`src/rtl/hsv_core_commit_sink.sv`:
```
// Commit sink: writeback, retire counting, and trap/jump resolution via flush handshake then fetch redirect.
package hsv_core_commit_sink_pkg;
  typedef struct packed {
    logic [31:0] pc;
    logic [4:0]  rd;
  } commit_common_t;

  typedef struct packed {
    commit_common_t common;
    logic [31:0]    result;
    logic [31:0]    next_pc;
    logic           jump;
    logic           trap;
    logic           writeback;
  } commit_data_t;
endpackage

module hsv_core_commit_sink
  import hsv_core_commit_sink_pkg::*;
#(
  parameter logic [31:0] TRAP_VECTOR  = 32'h0000_0100,
  parameter int          RETIRE_WIDTH = 64
) (
  input  logic                    clk_core,
  input  logic                    rst_core,
  input  commit_data_t            commit_data,
  input  logic                    in_valid,
  output logic                    in_ready,
  output logic                    flush_req,
  input  logic                    flush_ack,
  output logic                    wb_valid,
  output logic [4:0]              wb_rd,
  output logic [31:0]             wb_data,
  output logic                    redirect_valid,
  output logic [31:0]             redirect_pc,
  input  logic                    redirect_ready,
  output logic                    trap_valid,
  output logic [31:0]             trap_pc,
  output logic [RETIRE_WIDTH-1:0] retired
);

  typedef enum logic [1:0] {
    ST_RUN      = 2'd0,
    ST_FLUSH    = 2'd1,
    ST_REDIRECT = 2'd2
  } state_t;

  state_t                  state_q, state_d;
  logic                    flush_req_q, flush_req_d;
  logic                    redirect_valid_q, redirect_valid_d;
  logic [31:0]             redirect_pc_q, redirect_pc_d;
  logic                    wb_valid_q, wb_valid_d;
  logic [4:0]              wb_rd_q, wb_rd_d;
  logic [31:0]             wb_data_q, wb_data_d;
  logic                    trap_valid_q, trap_valid_d;
  logic [31:0]             trap_pc_q, trap_pc_d;
  logic [RETIRE_WIDTH-1:0] retired_q, retired_d;

  logic accept;
  logic eff_trap;

  assign in_ready = (state_q == ST_RUN);
  assign accept   = in_valid && in_ready;
  // A jump to a non-word-aligned target is resolved exactly like a trap.
  assign eff_trap = commit_data.trap ||
                    (commit_data.jump && (commit_data.next_pc[1:0] != 2'b00));

  always_comb begin
    state_d          = state_q;
    flush_req_d      = flush_req_q;
    redirect_valid_d = redirect_valid_q;
    redirect_pc_d    = redirect_pc_q;
    wb_valid_d       = 1'b0;
    wb_rd_d          = 5'd0;
    wb_data_d        = 32'd0;
    trap_valid_d     = 1'b0;
    trap_pc_d        = 32'd0;
    retired_d        = retired_q;

    unique case (state_q)
      ST_RUN: begin
        if (accept) begin
          if (eff_trap) begin
            trap_valid_d  = 1'b1;
            trap_pc_d     = commit_data.common.pc;
            state_d       = ST_FLUSH;
            flush_req_d   = 1'b1;
            redirect_pc_d = TRAP_VECTOR;
          end else begin
            if (commit_data.writeback && (commit_data.common.rd != 5'd0)) begin
              wb_valid_d = 1'b1;
              wb_rd_d    = commit_data.common.rd;
              wb_data_d  = commit_data.result;
            end
            retired_d = retired_q + RETIRE_WIDTH'(1);
            if (commit_data.jump) begin
              state_d       = ST_FLUSH;
              flush_req_d   = 1'b1;
              redirect_pc_d = commit_data.next_pc;
            end
          end
        end
      end
      ST_FLUSH: begin
        if (flush_ack) begin
          state_d          = ST_REDIRECT;
          flush_req_d      = 1'b0;
          redirect_valid_d = 1'b1;
        end
      end
      ST_REDIRECT: begin
        if (redirect_ready) begin
          state_d          = ST_RUN;
          redirect_valid_d = 1'b0;
        end
      end
      default: begin
        state_d          = ST_RUN;
        flush_req_d      = 1'b0;
        redirect_valid_d = 1'b0;
      end
    endcase
  end

  always_ff @(posedge clk_core) begin
    if (rst_core) begin
      state_q          <= ST_RUN;
      flush_req_q      <= 1'b0;
      redirect_valid_q <= 1'b0;
      redirect_pc_q    <= 32'd0;
      wb_valid_q       <= 1'b0;
      wb_rd_q          <= 5'd0;
      wb_data_q        <= 32'd0;
      trap_valid_q     <= 1'b0;
      trap_pc_q        <= 32'd0;
      retired_q        <= '0;
    end else begin
      state_q          <= state_d;
      flush_req_q      <= flush_req_d;
      redirect_valid_q <= redirect_valid_d;
      redirect_pc_q    <= redirect_pc_d;
      wb_valid_q       <= wb_valid_d;
      wb_rd_q          <= wb_rd_d;
      wb_data_q        <= wb_data_d;
      trap_valid_q     <= trap_valid_d;
      trap_pc_q        <= trap_pc_d;
      retired_q        <= retired_d;
    end
  end

  assign flush_req      = flush_req_q;
  assign redirect_valid = redirect_valid_q;
  assign redirect_pc    = redirect_pc_q;
  assign wb_valid       = wb_valid_q;
  assign wb_rd          = wb_rd_q;
  assign wb_data        = wb_data_q;
  assign trap_valid     = trap_valid_q;
  assign trap_pc        = trap_pc_q;
  assign retired        = retired_q;

endmodule
```
`config.mk`:
```
export PLATFORM = sky130hd
export DESIGN_NAME = hsv_core_commit_sink
export DESIGN_NICKNAME = d
export VERILOG_FILES = /design/src/rtl/hsv_core_commit_sink.sv
export SDC_FILE = /design/constraint.sdc
export NUM_CORES = 1
export LEC_CHECK = 0
export ABC_AREA = 1
export BUFFER_PORTS_ARGS = -buffer_cell sky130_fd_sc_hd__buf_2
export CORE_MARGIN = 3
export CORE_UTILIZATION = 35
export DETAILED_ROUTE_END_ITERATION = 8
export GPL_ROUTABILITY_DRIVEN = 0
export PLACE_DENSITY_LB_ADDON = 0.1
export SKIP_LAST_GASP = 1
export SYNTH_ARGS = -nofsm -noshare
export SYNTH_HDL_FRONTEND = slang
export SYNTH_SLANG_ARGS = --single-unit
```
`constraint.sdc`:
```
create_clock -name clk_core -period 2.22 [get_ports clk_core]
set_input_delay 0.666 -clock clk_core [delete_from_list [all_inputs] [get_ports clk_core]]
set_output_delay 0.666 -clock clk_core [all_outputs]
set_load 0.01 [all_outputs]
```
==> flow_summary.json <==
{
  "dieArea_um2": 22000,
  "final_util_pct": 48.0,
  "start_util_pct": 36.0,
  "critical_path_required_ns": 2.55,
  "grt_pass1_wl_mm": 34.3,
  "crit_path_end_kind": "flop",
  "fillers": 2088,
  "synth_top_cell_by_area": "dfxtp_1",
  "coreArea_um2": 19700,
  "clockBufferDepth": 2,
  "crit_type": "flop to flop",
  "run_status": "complete, no violations",
  "synth_seq_area_share_pct": 48.3,
  "wirelength_mm": 21.8,
  "cts_hold_buf": 0,
  "grt_max_degree": 41,
  "num_rows": 51,
  "drt_iter0_drc": 324,
  "fin_setup_tns_ns": 0,
  "diodes": 0,
  "drc_errors": 0,
  "clk_latency_ns": 0.44,
  "synth.distinct_cells": 32,
  "die_y_um": 148,
  "synthFlopType": "dfxtp_1",
  "cts_tree": "done",
  "crit_fanout": 5,
  "drt-pass1-iter-count": 5,
  "ioPinCount": 279,
  "synth_warnings": 0,
  "skew_ns": 0.0123,
  "synth-edff-count": 0,
  "synth_area_um2": 7080,
  "root_buffer": "clkbuf_16",
  "synth.area.top_cells": "dfxtp_1 48%, nand2_1 13%, nor2_1 11%",
  "viasPerCell": 4.44,
  "holdCritPathClass": "input port to flop",
  "whs_path_depth": 3,
  "num_vias": 6954,
  "nNetsFinal": 1399,
  "grt_pass1_vias": 6705,
  "worst_ep_arrival_time_ns": 2.19,
  "globalRoute.totalOverflow": 0,
  "synth-seq-cells": 171,
  "layout_min_cycle_time_ns": 1.86,
  "p_per_area_nw_per_um2": 703,
  "hold_start": "commit_data[57]",
  "avgRoutedWirePerCell_um": 13.9,
  "async_flop_share_pct": 0,
  "worst_slew_pin_slew_ns": 0.453,
  "clkSlewWorstSetupHoldPaths_ns": 0.08,
  "fmax_mhz": 537,
  "synth_nets": 1111,
  "timing.rr.end": "retired[56]",
  "grt_usage_pct": 19.7,
  "antenna_found_initial": 2,
  "syn-instance-count": 1001,
  "r2r-start": "retired[1]",
  "htreeDepth": 4,
  "drive_gt1_share_pct": 28.6,
  "slew_headroom_pct": 69.8,
  "hold_viol": 0,
  "critPathLaunchType": "flop",
  "timing.final.crit_share_pct": 83.9,
  "cts.sinks": 171,
  "postCtsSetupBuffers": 0,
  "synth.most_common_cell": "nand2_1",
  "synth.top_cells.by_count": "251 x nand2_1, 215 x nor2_1, 171 x dfxtp_1, 133 x inv_1, 57 x a21oi_1",
  "ant_nets": 0,
  "areaGrowthSynthToFinish_pct": 33.1,
  "cts_buffers": 17,
  "reg2regPathDepth": 10,
  "startpoint": "retired[1]",
  "yosysTopAreaCellShare_pct": 48.3,
  "port_buffers": 278,
  "cts.repair.resized": 0,
  "hpwl_mm": 16.9,
  "die_w_um": 148,
  "maxSlewViolCount": 0,
  "rsz0062_at_grt": "false",
  "ir_drop_v": 0.000502,
  "r2r_slack_ns": 0.36,
  "setup_viol": 0,
  "avgSynthCellArea_um2": 7.08,
  "p_leak_nw": 4.51,
  "cap_violations": 0,
  "holdPathEnd": "wb_data[22]"
}
-- critical path, stage by stage (launching register included) --
cell     delay (ns)
dfxtp_1        0.38
ha_1           0.18
inv_1          0.06
nor2_2         0.24
nand2_1        0.13
nor2_4         0.20
nand2_1        0.12
nor2_2         0.23
nand3_1        0.10
nand2_1        0.07
nor2_1         0.04
-- report_power, final --
group	switching (W)	total (W)	internal, W
combinational	0.000242	0.000420	0.000178
sequential	0.0000233	0.00315	0.00312
clock	0.00144	0.00306	0.00161
-- worst max-delay path by stage --
stage / endpoint / slack (ns) / cells past startpoint
floorplan: retired[53] / 0.46 / 9
global placement: retired[61] / 0.13 / 11
detailed placement: retired[61] / 0.11 / 11
CTS: retired[56] / 0.34 / 10
global route: retired[34] / 0.21 / 10
finish: retired[56] / 0.36 / 10
-- per-stage QoR --
step	power, W	std cells	cell area (um^2)	worst slack [ns]	hold slack [ns]
5_1_grt	0.00688	1567	9430	0.208	0.425
6_report	0.00662	1567	9430	0.358	0.432
3_3_place_gp	0.00364	1535	8820	0.133	0.440
4_1_cts	0.00671	1567	9430	0.336	0.416
2_1_floorplan	0.00343	1001	7080	0.463	0.478
3_5_place_dp	0.00365	1535	8820	0.105	0.446
-- layout by cell type, fill, tap and decap left out, drive strengths merged --
| cell | instances |
|---|---|
| dfxtp | 171 |
| xor2 | 6 |
| a211oi | 1 |
| o21bai | 2 |
| buf | 294 |
| ha | 1 |
| o21ai | 18 |
| clkinvlp | 2 |
| and3 | 3 |
| xnor2 | 3 |
| nor2 | 243 |
| o21a | 3 |
| nor3 | 13 |
| inv | 142 |
| clkbuf | 17 |
| nor3b | 3 |
| nand2 | 256 |
| nand3 | 42 |
| a31oi | 3 |
| nand4 | 14 |
| a21oi | 58 |
| bufinv | 1 |
| clkinv | 6 |
-- flip-flops by register name (all words and copies together), names as in the netlist --
register / count
wb_rd: 5
retired: 64
trap_valid: 1
wb_valid: 1
redirect_pc: 32
redirect_valid: 1
flush_req: 1
wb_data: 32
state_q: 2
trap_pc: 32
-- cells by family after synthesis --
family	count (synthesis)	share of synthesized area, %
simple gates	574	34.7
flops	171	48.3
buf+inv	161	9.27
compound gates	85	6.43
xor+xnor	9	1.11
fa+ha+maj	1	0.177
-- routing by layer --
layer / global-route usage, % / vias up / share of wire (%)
met5: 0 / - / 0.11
met4: 5.40 / 4 / 1.5
met3: 7.37 / 24 / 8.6
met2: 33.5 / 224 / 48
met1: 23.4 / 3057 / 41
li1: - / 3645 / -
-- area by class of cell --
cell class	count	area, um^2	share of cell area [%]
clock buffer	17	425	4.51
clock inverter	15	178	1.88
inverter	136	513	5.44
multi-input combinational	669	3010	31.9
sequential	171	3420	36.3
tap	265	332	3.52
timing repair buffer	294	1550	16.4
Note: power is estimated with default switching activity, not from simulation.
